### src/rtl/spi_ram_arbiter.sv
// Arbitrates a single-port RAM command bus between an SPI slave (priority, one-entry
// holding register) and a parallel host port; MEM_WIDTH must equal ADDR_SIZE.
module spi_ram_arbiter #(
  parameter int ADDR_SIZE    = 8,
  parameter int MEM_WIDTH    = 8,
  parameter int LOCK_TIMEOUT = 64
) (
  input  logic                 clk,
  input  logic                 rst,
  input  logic [ADDR_SIZE+1:0] spi_din,
  input  logic                 spi_rx_valid,
  output logic [MEM_WIDTH-1:0] spi_dout,
  output logic                 spi_tx_valid,
  input  logic                 host_req,
  input  logic                 host_we,
  input  logic [ADDR_SIZE-1:0] host_addr,
  input  logic [MEM_WIDTH-1:0] host_wdata,
  output logic                 host_gnt,
  output logic [MEM_WIDTH-1:0] host_rdata,
  output logic                 host_rvalid,
  output logic [ADDR_SIZE+1:0] ram_din,
  output logic                 ram_rx_valid,
  input  logic [MEM_WIDTH-1:0] ram_dout,
  input  logic                 ram_tx_valid,
  output logic                 spi_ovf,
  output logic                 lock_to
);

  localparam int CW = ADDR_SIZE + 2;
  localparam int TW = $clog2(LOCK_TIMEOUT);
  localparam logic [TW-1:0] TMAX = TW'(LOCK_TIMEOUT - 1);

  localparam logic [1:0] CMD_WA = 2'b00;
  localparam logic [1:0] CMD_WD = 2'b01;
  localparam logic [1:0] CMD_RA = 2'b10;
  localparam logic [1:0] CMD_RD = 2'b11;

  typedef enum logic [2:0] {
    IDLE, SPI_LOCK, SPI_RD_WAIT, HOST_ADDR, HOST_DATA, HOST_WAIT
  } state_t;

  typedef enum logic [1:0] {OWN_NONE, OWN_SPI, OWN_HOST} owner_t;

  state_t                 state_q, state_d;
  owner_t                 owner_q, owner_d;
  logic                   pend_q, pend_d;
  logic [CW-1:0]          entry_q, entry_d;
  logic [TW-1:0]          cnt_q, cnt_d;
  logic                   h_we_q, h_we_d;
  logic [ADDR_SIZE-1:0]   h_addr_q, h_addr_d;
  logic [MEM_WIDTH-1:0]   h_wdata_q, h_wdata_d;
  logic [CW-1:0]          ram_din_q, ram_din_d;
  logic                   ram_rx_valid_q, ram_rx_valid_d;
  logic                   host_gnt_q, host_gnt_d;
  logic [MEM_WIDTH-1:0]   host_rdata_q, host_rdata_d;
  logic                   host_rvalid_q, host_rvalid_d;
  logic                   spi_ovf_q, spi_ovf_d;
  logic                   lock_to_q, lock_to_d;

  logic consume;
  logic waiting;
  logic timeout;

  always_comb begin
    state_d        = state_q;
    owner_d        = owner_q;
    pend_d         = pend_q;
    entry_d        = entry_q;
    cnt_d          = cnt_q;
    h_we_d         = h_we_q;
    h_addr_d       = h_addr_q;
    h_wdata_d      = h_wdata_q;
    ram_din_d      = ram_din_q;
    ram_rx_valid_d = 1'b0;
    host_gnt_d     = 1'b0;
    host_rdata_d   = host_rdata_q;
    host_rvalid_d  = 1'b0;
    spi_ovf_d      = spi_ovf_q;
    lock_to_d      = 1'b0;

    consume = pend_q && (state_q == IDLE || state_q == SPI_LOCK);
    waiting = (state_q == SPI_LOCK) || (state_q == SPI_RD_WAIT) || (state_q == HOST_WAIT);
    timeout = waiting && (cnt_q == TMAX);

    // The SPI side cannot stall: a strobe either lands in the holding register or is lost.
    pend_d = spi_rx_valid || (pend_q && !consume);
    if (spi_rx_valid) begin
      if (!pend_q || consume) entry_d = spi_din;
      else                    spi_ovf_d = 1'b1;
    end

    if (waiting) cnt_d = cnt_q + 1'b1;

    unique case (state_q)
      IDLE, SPI_LOCK: begin
        if (consume) begin
          ram_din_d      = entry_q;
          ram_rx_valid_d = 1'b1;
          cnt_d          = '0;
          unique case (entry_q[CW-1 -: 2])
            CMD_WA, CMD_RA: state_d = SPI_LOCK;
            CMD_WD:         state_d = IDLE;
            default: begin
              state_d = SPI_RD_WAIT;
              owner_d = OWN_SPI;
            end
          endcase
        end else if (state_q == IDLE && host_req && !spi_rx_valid) begin
          host_gnt_d = 1'b1;
          h_we_d     = host_we;
          h_addr_d   = host_addr;
          h_wdata_d  = host_wdata;
          state_d    = HOST_ADDR;
        end else if (timeout) begin
          state_d   = IDLE;
          lock_to_d = 1'b1;
          owner_d   = OWN_NONE;
        end
      end
      SPI_RD_WAIT: begin
        if (ram_tx_valid) begin
          state_d = IDLE;
          owner_d = OWN_NONE;
        end else if (timeout) begin
          state_d   = IDLE;
          lock_to_d = 1'b1;
          owner_d   = OWN_NONE;
        end
      end
      HOST_ADDR: begin
        ram_din_d      = {h_we_q ? CMD_WA : CMD_RA, h_addr_q};
        ram_rx_valid_d = 1'b1;
        state_d        = HOST_DATA;
      end
      HOST_DATA: begin
        ram_rx_valid_d = 1'b1;
        if (h_we_q) begin
          ram_din_d = {CMD_WD, h_wdata_q};
          state_d   = IDLE;
        end else begin
          ram_din_d = {CMD_RD, {ADDR_SIZE{1'b0}}};
          state_d   = HOST_WAIT;
          owner_d   = OWN_HOST;
          cnt_d     = '0;
        end
      end
      HOST_WAIT: begin
        if (ram_tx_valid) begin
          host_rdata_d  = ram_dout;
          host_rvalid_d = 1'b1;
          state_d       = IDLE;
          owner_d       = OWN_NONE;
        end else if (timeout) begin
          host_rdata_d  = '0;
          host_rvalid_d = 1'b1;
          lock_to_d     = 1'b1;
          state_d       = IDLE;
          owner_d       = OWN_NONE;
        end
      end
      default: state_d = IDLE;
    endcase
  end

  always_ff @(posedge clk or posedge rst) begin
    if (rst) begin
      state_q        <= IDLE;
      owner_q        <= OWN_NONE;
      pend_q         <= 1'b0;
      entry_q        <= '0;
      cnt_q          <= '0;
      h_we_q         <= 1'b0;
      h_addr_q       <= '0;
      h_wdata_q      <= '0;
      ram_din_q      <= '0;
      ram_rx_valid_q <= 1'b0;
      host_gnt_q     <= 1'b0;
      host_rdata_q   <= '0;
      host_rvalid_q  <= 1'b0;
      spi_ovf_q      <= 1'b0;
      lock_to_q      <= 1'b0;
    end else begin
      state_q        <= state_d;
      owner_q        <= owner_d;
      pend_q         <= pend_d;
      entry_q        <= entry_d;
      cnt_q          <= cnt_d;
      h_we_q         <= h_we_d;
      h_addr_q       <= h_addr_d;
      h_wdata_q      <= h_wdata_d;
      ram_din_q      <= ram_din_d;
      ram_rx_valid_q <= ram_rx_valid_d;
      host_gnt_q     <= host_gnt_d;
      host_rdata_q   <= host_rdata_d;
      host_rvalid_q  <= host_rvalid_d;
      spi_ovf_q      <= spi_ovf_d;
      lock_to_q      <= lock_to_d;
    end
  end

  // Read data is steered by whoever issued the last read command; strays go nowhere.
  assign spi_dout     = ram_dout;
  assign spi_tx_valid = ram_tx_valid && (owner_q == OWN_SPI);

  assign ram_din      = ram_din_q;
  assign ram_rx_valid = ram_rx_valid_q;
  assign host_gnt     = host_gnt_q;
  assign host_rdata   = host_rdata_q;
  assign host_rvalid  = host_rvalid_q;
  assign spi_ovf      = spi_ovf_q;
  assign lock_to      = lock_to_q;

endmodule

### config.mk
export PLATFORM = sky130hd
export DESIGN_NAME = spi_ram_arbiter
export DESIGN_NICKNAME = d
export VERILOG_FILES = /design/src/rtl/spi_ram_arbiter.sv
export SDC_FILE = /design/constraint.sdc
export NUM_CORES = 1
export LEC_CHECK = 0
export BUFFER_PORTS_ARGS = -buffer_cell sky130_fd_sc_hd__buf_2
export CAP_MARGIN = 0
export CORE_ASPECT_RATIO = 0.6
export CORE_UTILIZATION = 53
export CTS_CLUSTER_SIZE = 8
export DETAILED_ROUTE_END_ITERATION = 7
export PLACE_DENSITY_LB_ADDON = 0.3
export SLEW_MARGIN = 30
export SYNTH_ARGS = -nofsm -noshare
export SYNTH_HDL_FRONTEND = slang
export SYNTH_SLANG_ARGS = --single-unit
### constraint.sdc
create_clock -name clk -period 2.2 [get_ports clk]
set_clock_uncertainty 0.15 [all_clocks]
set_input_delay 0.11 -clock clk [delete_from_list [all_inputs] [get_ports clk]]
set_output_delay 0.11 -clock clk [all_outputs]
set_load 0.02 [all_outputs]
======== Yosys cells after proc, flatten, opt, wreduce, memory -nomap -nowiden ========
Index checks and enable logic that the tools add are counted.
cells by class
  add/subtract/negate cells ............... 1
  multipliers ............................. 0
  div/mod/pow operators ................... 0
  magnitude comparators ................... 0
  equal/unequal tests ..................... 13
  shifts and indexed selects .............. 0
  multiplexer cells ....................... 36
  bitwise gates (word level) .............. 2
  reductions and logical operators ........ 30
operators with widths
  operator             number
  $pmux 10 s3          1
  $mux 10              2
  $mux 6               3
  $mux 8               2
  $mux 3               5
  $mux 2               7
  $pmux 3 s4           1
  $pmux 6 s2           1
  $mux 1               10
  $reduce_and 2->1     4
  $reduce_or 2->1      4
  $add 6x1->6 const B  1
  $eq 3x2->1 const B   2
  $eq 3x3->1 const B   2
  $eq 6x6->1 const B   1
  $logic_and 1x1->1    6
  $ne 3x3->1 const B   2
  $pmux 2 s3           1
  $reduce_bool 3->1    2
  $logic_or 1x1->1     5
  $eq 2x1->1 const B   2
  $ne 2x2->1 const B   2
  $pmux 1 s2           2
  $pmux 2 s2           1
  10 further kinds     13
word-level totals
  register bits after elaboration ......... 62
  bits in latches ......................... 0
  memory bits (writable) .................. 0
  ROM bits ................................ 0
  bits of input ports ..................... 40
  output and inout bits ................... 32
  memories kept ........................... 0

======== Logic depth before layout (Yosys ltp) ========
  depth after elaboration ................. 8
  gate-level depth with buffers ........... 7

======== Worst setup path before layout ========
Ideal clock, no wire load.
  path type ............................... register -> register
  start ................................... register state_q[2]
  end ..................................... register host_rdata_q[0] (netlist: host_rdata[0])
  data arrival time ....................... 1.450 ns
  required time ........................... 1.929 ns
  path slack .............................. 0.479 ns
  stages on the path, launching flop included .. 6
  period minus slack after synthesis ...... 1.721 ns
  cells stage by stage .................... dfrtp_1 buf_4 nor3b_4 o2111a_2 o21bai_4 a22o_2
on the way
  word-level cells in the longest chain between the ends .. 6
  elaborated cells between the ends (all ways) .. 8
  classes of those cells .................. eq/ne: 3; reduce/logical: 5
ends and longest elaborated chain
  what                                             line  RTL
  start: declaration                               44    state_t state_q, state_d;
  start signal: assignment                         183   state_q <= state_d;
  $eq 3x1->1 / $eq 3x2->1 (equally long branches)  82    waiting = (state_q == SPI_LOCK) || (state_q == SPI_RD_WAIT) || (state_q == HOST_WAIT);
  $logic_or 1x1->1 (2 in a row)                    82
  $logic_and 1x1->1                                83    timeout = waiting && (cnt_q == TMAX);
  $reduce_bool 2->1 (no source line)               n/a
  $reduce_and 2->1 (no source line) *              n/a
  end signal: assignment                           194   host_rdata_q <= host_rdata_d;
  end: declaration                                 55    logic [MEM_WIDTH-1:0] host_rdata_q, host_rdata_d;
Every way passes the cells marked *; elsewhere a longest branch is shown, timed or not.
A chain may end at the register's enable or synchronous reset.

======== Final worst setup path ========
  start ................................... register state_q[2]
  end ..................................... register h_addr_q[5]
on the way
  word-level cells in the longest chain between the ends .. 5
  elaborated cells between the ends (all ways) .. 9
  classes of those cells .................. eq/ne: 1; bitwise: 1; reduce/logical: 7
ends and longest elaborated chain
  what                                                  line         RTL
  $eq 3x1->1 / $logic_not 3->1 (equally long branches)  81, 94, 108
  $logic_or 1x1->1                                      81           consume = pend_q && (state_q == IDLE || state_q == SPI_LOCK);
  $logic_and 1x1->1                                     81
  $not 1->1 (no source line)                            n/a
  $reduce_and 3->1 (no source line) *                   n/a
  end signal: assignment                                189          h_addr_q <= h_addr_d;
  end: declaration                                      50           logic [ADDR_SIZE-1:0] h_addr_q, h_addr_d;
Marks and branches as above.

==> flow_summary.ini <==
[layout]
fillCellCount = 374
final_core_util_pct = 74.5
area_growth_pct = 31.8
register_area_um2 = 1550
antenna_cells = 0
multi_input_area_um2 = 1170
layout_common_cells = buf_2, nand2_1, dfrtp_1, dlygate4sd3_1, nor2_1
mostFrequentLayoutCell = buf_2
drive_gt1_share_pct = 34.5
fin_nets = 419
fin_area_um2 = 3860

[routing]
dr.pass1.iters = 7
routedWlPerCell_um = 15.4
drc = 3
vias_per_cell = 5.31
num_vias = 2384
wirelength_um = 6910
antenna_left = 0
drt_iter0_drc = 170

[grt]
antenna_found_initial = 0
track_usage_pct = 26.6
grt_pass1_vias = 2317
grt_start_max_net_pins = 39
grt_overflow = 0
grt_pass1_wl_um = 11400

[die]
die_area_um2 = 5830
start_util_pct = 56.5
fp.dieW_um = 98.0
core_um2 = 5180
ios = 72
die_y_um = 59.6
num_rows = 20

[yosys]
syn_area_per_cell_um2 = 10.8
synth_fa_ha_area_share_pct = 0.427
syn_area_um2 = 2930
seq_area_frac_synth_pct = 53.0
synth-simple-area-share_pct = 17.4
ys_seq_elements = 62
ys.warnings.count = 0
synth_fp_nets = 313
synth_edf_count = 0
synth_compound_area_share_pct = 15.5
synth-xor-area-share_pct = 1.50
synth_top_family_by_area = simple AND/OR/NAND/NOR gates
synthFlopType = dfrtp_1
muxShareOfSynthArea_pct = 5.04
synthCells = 272
async_flop_share_pct = 100
synth_cell_types = 53

[run_status]
violations = DRC
status = finished with violations

[timing]
finalHoldViolCount = 0
rsz0062_at_grt = false
fin_crit_ns = 2.04
max_slew_margin_pct = 64.1
fin_hold_ws_ns = 0.182
fin_setup_tns_ns = 0
setup_ws_ns = 0.161
setup_viol = 0
drv_slew = 0
finalCritPeriodShare_pct = 92.7
clock.fmax_mhz = 490
tightest_slew_ns = 0.538

[pwr]
p_leak_uw = 0.00189
powerDensity_nw_per_um2 = 1300
ir_drop_v = 0.000575

[place]
placed_cell_area_um2 = 3260
hpwl_um = 4420
place_congestion = 0.839
pre_cts_slack_ns = 0.218
portBuffers = 71

[clock_tree]
cts_tree = yes
cts.sink_count = 62
cts_repair_resize_count = 0
cts-root-buf = clkbuf_8
clk_latency_ns = 0.35
cts.htree.levels = 3
cts.path.max_buffers = 2
cts_buffers = 9
clkSlewWorstSetupHoldPaths_ns = 0.07

[setup_path]
startpoint_type = flip-flop
cp_max_fo = 18
required_ns = 2.34
critical_path_class = flip-flop to flip-flop
r2r_slack_ns = 0.16
cp-end-kind = flip-flop
arrival_ns = 2.17

[run]
cap_violations = 0

[worst_hold_path]
hp-class = primary input to flip-flop
==> kinds of logic (layout without fill, tap and decap cells) <==
group,count (synthesis),after routing
AO/OA/AOI/OAI,52,52
XOR/XNOR,5,5
adder cells (fa/ha/maj),1,1
buffers and inverters,29,140
flip-flops,62,62
multiplexers,13,13
AND/OR/NAND/NOR,110,110
==> final cells by class <==
cell class | count | share of cell area (%)
inverter | 7 | 0.681
multi-input combinational | 181 | 30.3
clock buffer | 10 | 3.57
clock inverter | 6 | 2.20
sequential | 62 | 40.2
tap | 66 | 2.14
timing repair buffer | 117 | 20.9
==> sequential cells by signal, indices dropped and copies added, names as in the netlist <==
signal / cells
lock_to: 1
ram_rx_valid: 1
h_addr_q: 8
host_gnt: 1
pend_q: 1
owner_q: 2
spi_ovf: 1
h_we_q: 1
h_wdata_q: 8
state_q: 3
ram_din: 10
host_rvalid: 1
cnt_q: 6
host_rdata: 8
entry_q: 10
==> power by group <==
group / total (µW) / switching (µW) / internal [µW]
clock: 1110 / 445 / 664
sequential: 1950 / 359 / 1590
combinational: 1950 / 1080 / 872
==> routing by layer <==
layer,track usage [%],vias up,part of all wire [%]
met5,0,-,0
met4,7.36,0,1.5
met3,10.0,14,6.9
met2,39.7,98,45
met1,36.7,1121,47
li1,-,1151,-
==> cell usage after synthesis (2+ instances only) <==
master	n	share of area, %
inv_1	6	0.77
mux2i_1	2	0.68
buf_2	2	0.34
and3_1	3	0.64
o21ai_0	4	0.68
a31oi_1	6	1.3
buf_6	7	2.7
a22o_2	8	2.7
mux2_2	10	3.8
xor2_1	5	1.5
nor3_1	2	0.34
buf_4	12	3.1
a222oi_1	3	1.0
nand2b_1	4	0.85
dfrtp_1	62	53
a21oi_1	3	0.51
a22oi_1	5	1.3
nand2_1	64	8.2
or4b_4	2	0.94
o2111ai_1	5	1.5
nor2_1	22	2.8
a21oi_2	2	0.60
nand3_1	3	0.51
==> repair_timing <==
action	in CTS	in global routing
buffers inserted	0	0
hold buffers	38	0
hold endpoints to repair	62	0
==> metrics by stage <==
step | power [µW] | std cells
after floorplan | 3330 | 272
after global placement | 3760 | 395
after detailed placement | 3810 | 395
after CTS | 5000 | 449
after global routing | 5330 | 449
final | 5010 | 449
==> final timing paths <==
check                                    to  cells after the start  startpoint
worst min register to register      spi_ovf                      1     spi_ovf
worst min-delay path             state_q[1]                      5    host_req
worst max register to register  h_addr_q[5]                      5  state_q[2]
worst max-delay path            h_addr_q[5]                      5  state_q[2]
max in group asynchronous        entry_q[8]                      4         rst
min in group asynchronous          cnt_q[3]                      3         rst
==> critical path, cell delays in order, from the launching register on <==
cell and delay (ns):
dfrtp_1 0.55, buf_4 0.25, or4b_4 0.57, inv_2 0.27, nand2_1 0.12, nand2_1 0.07
(Power assumes the default switching activity.)
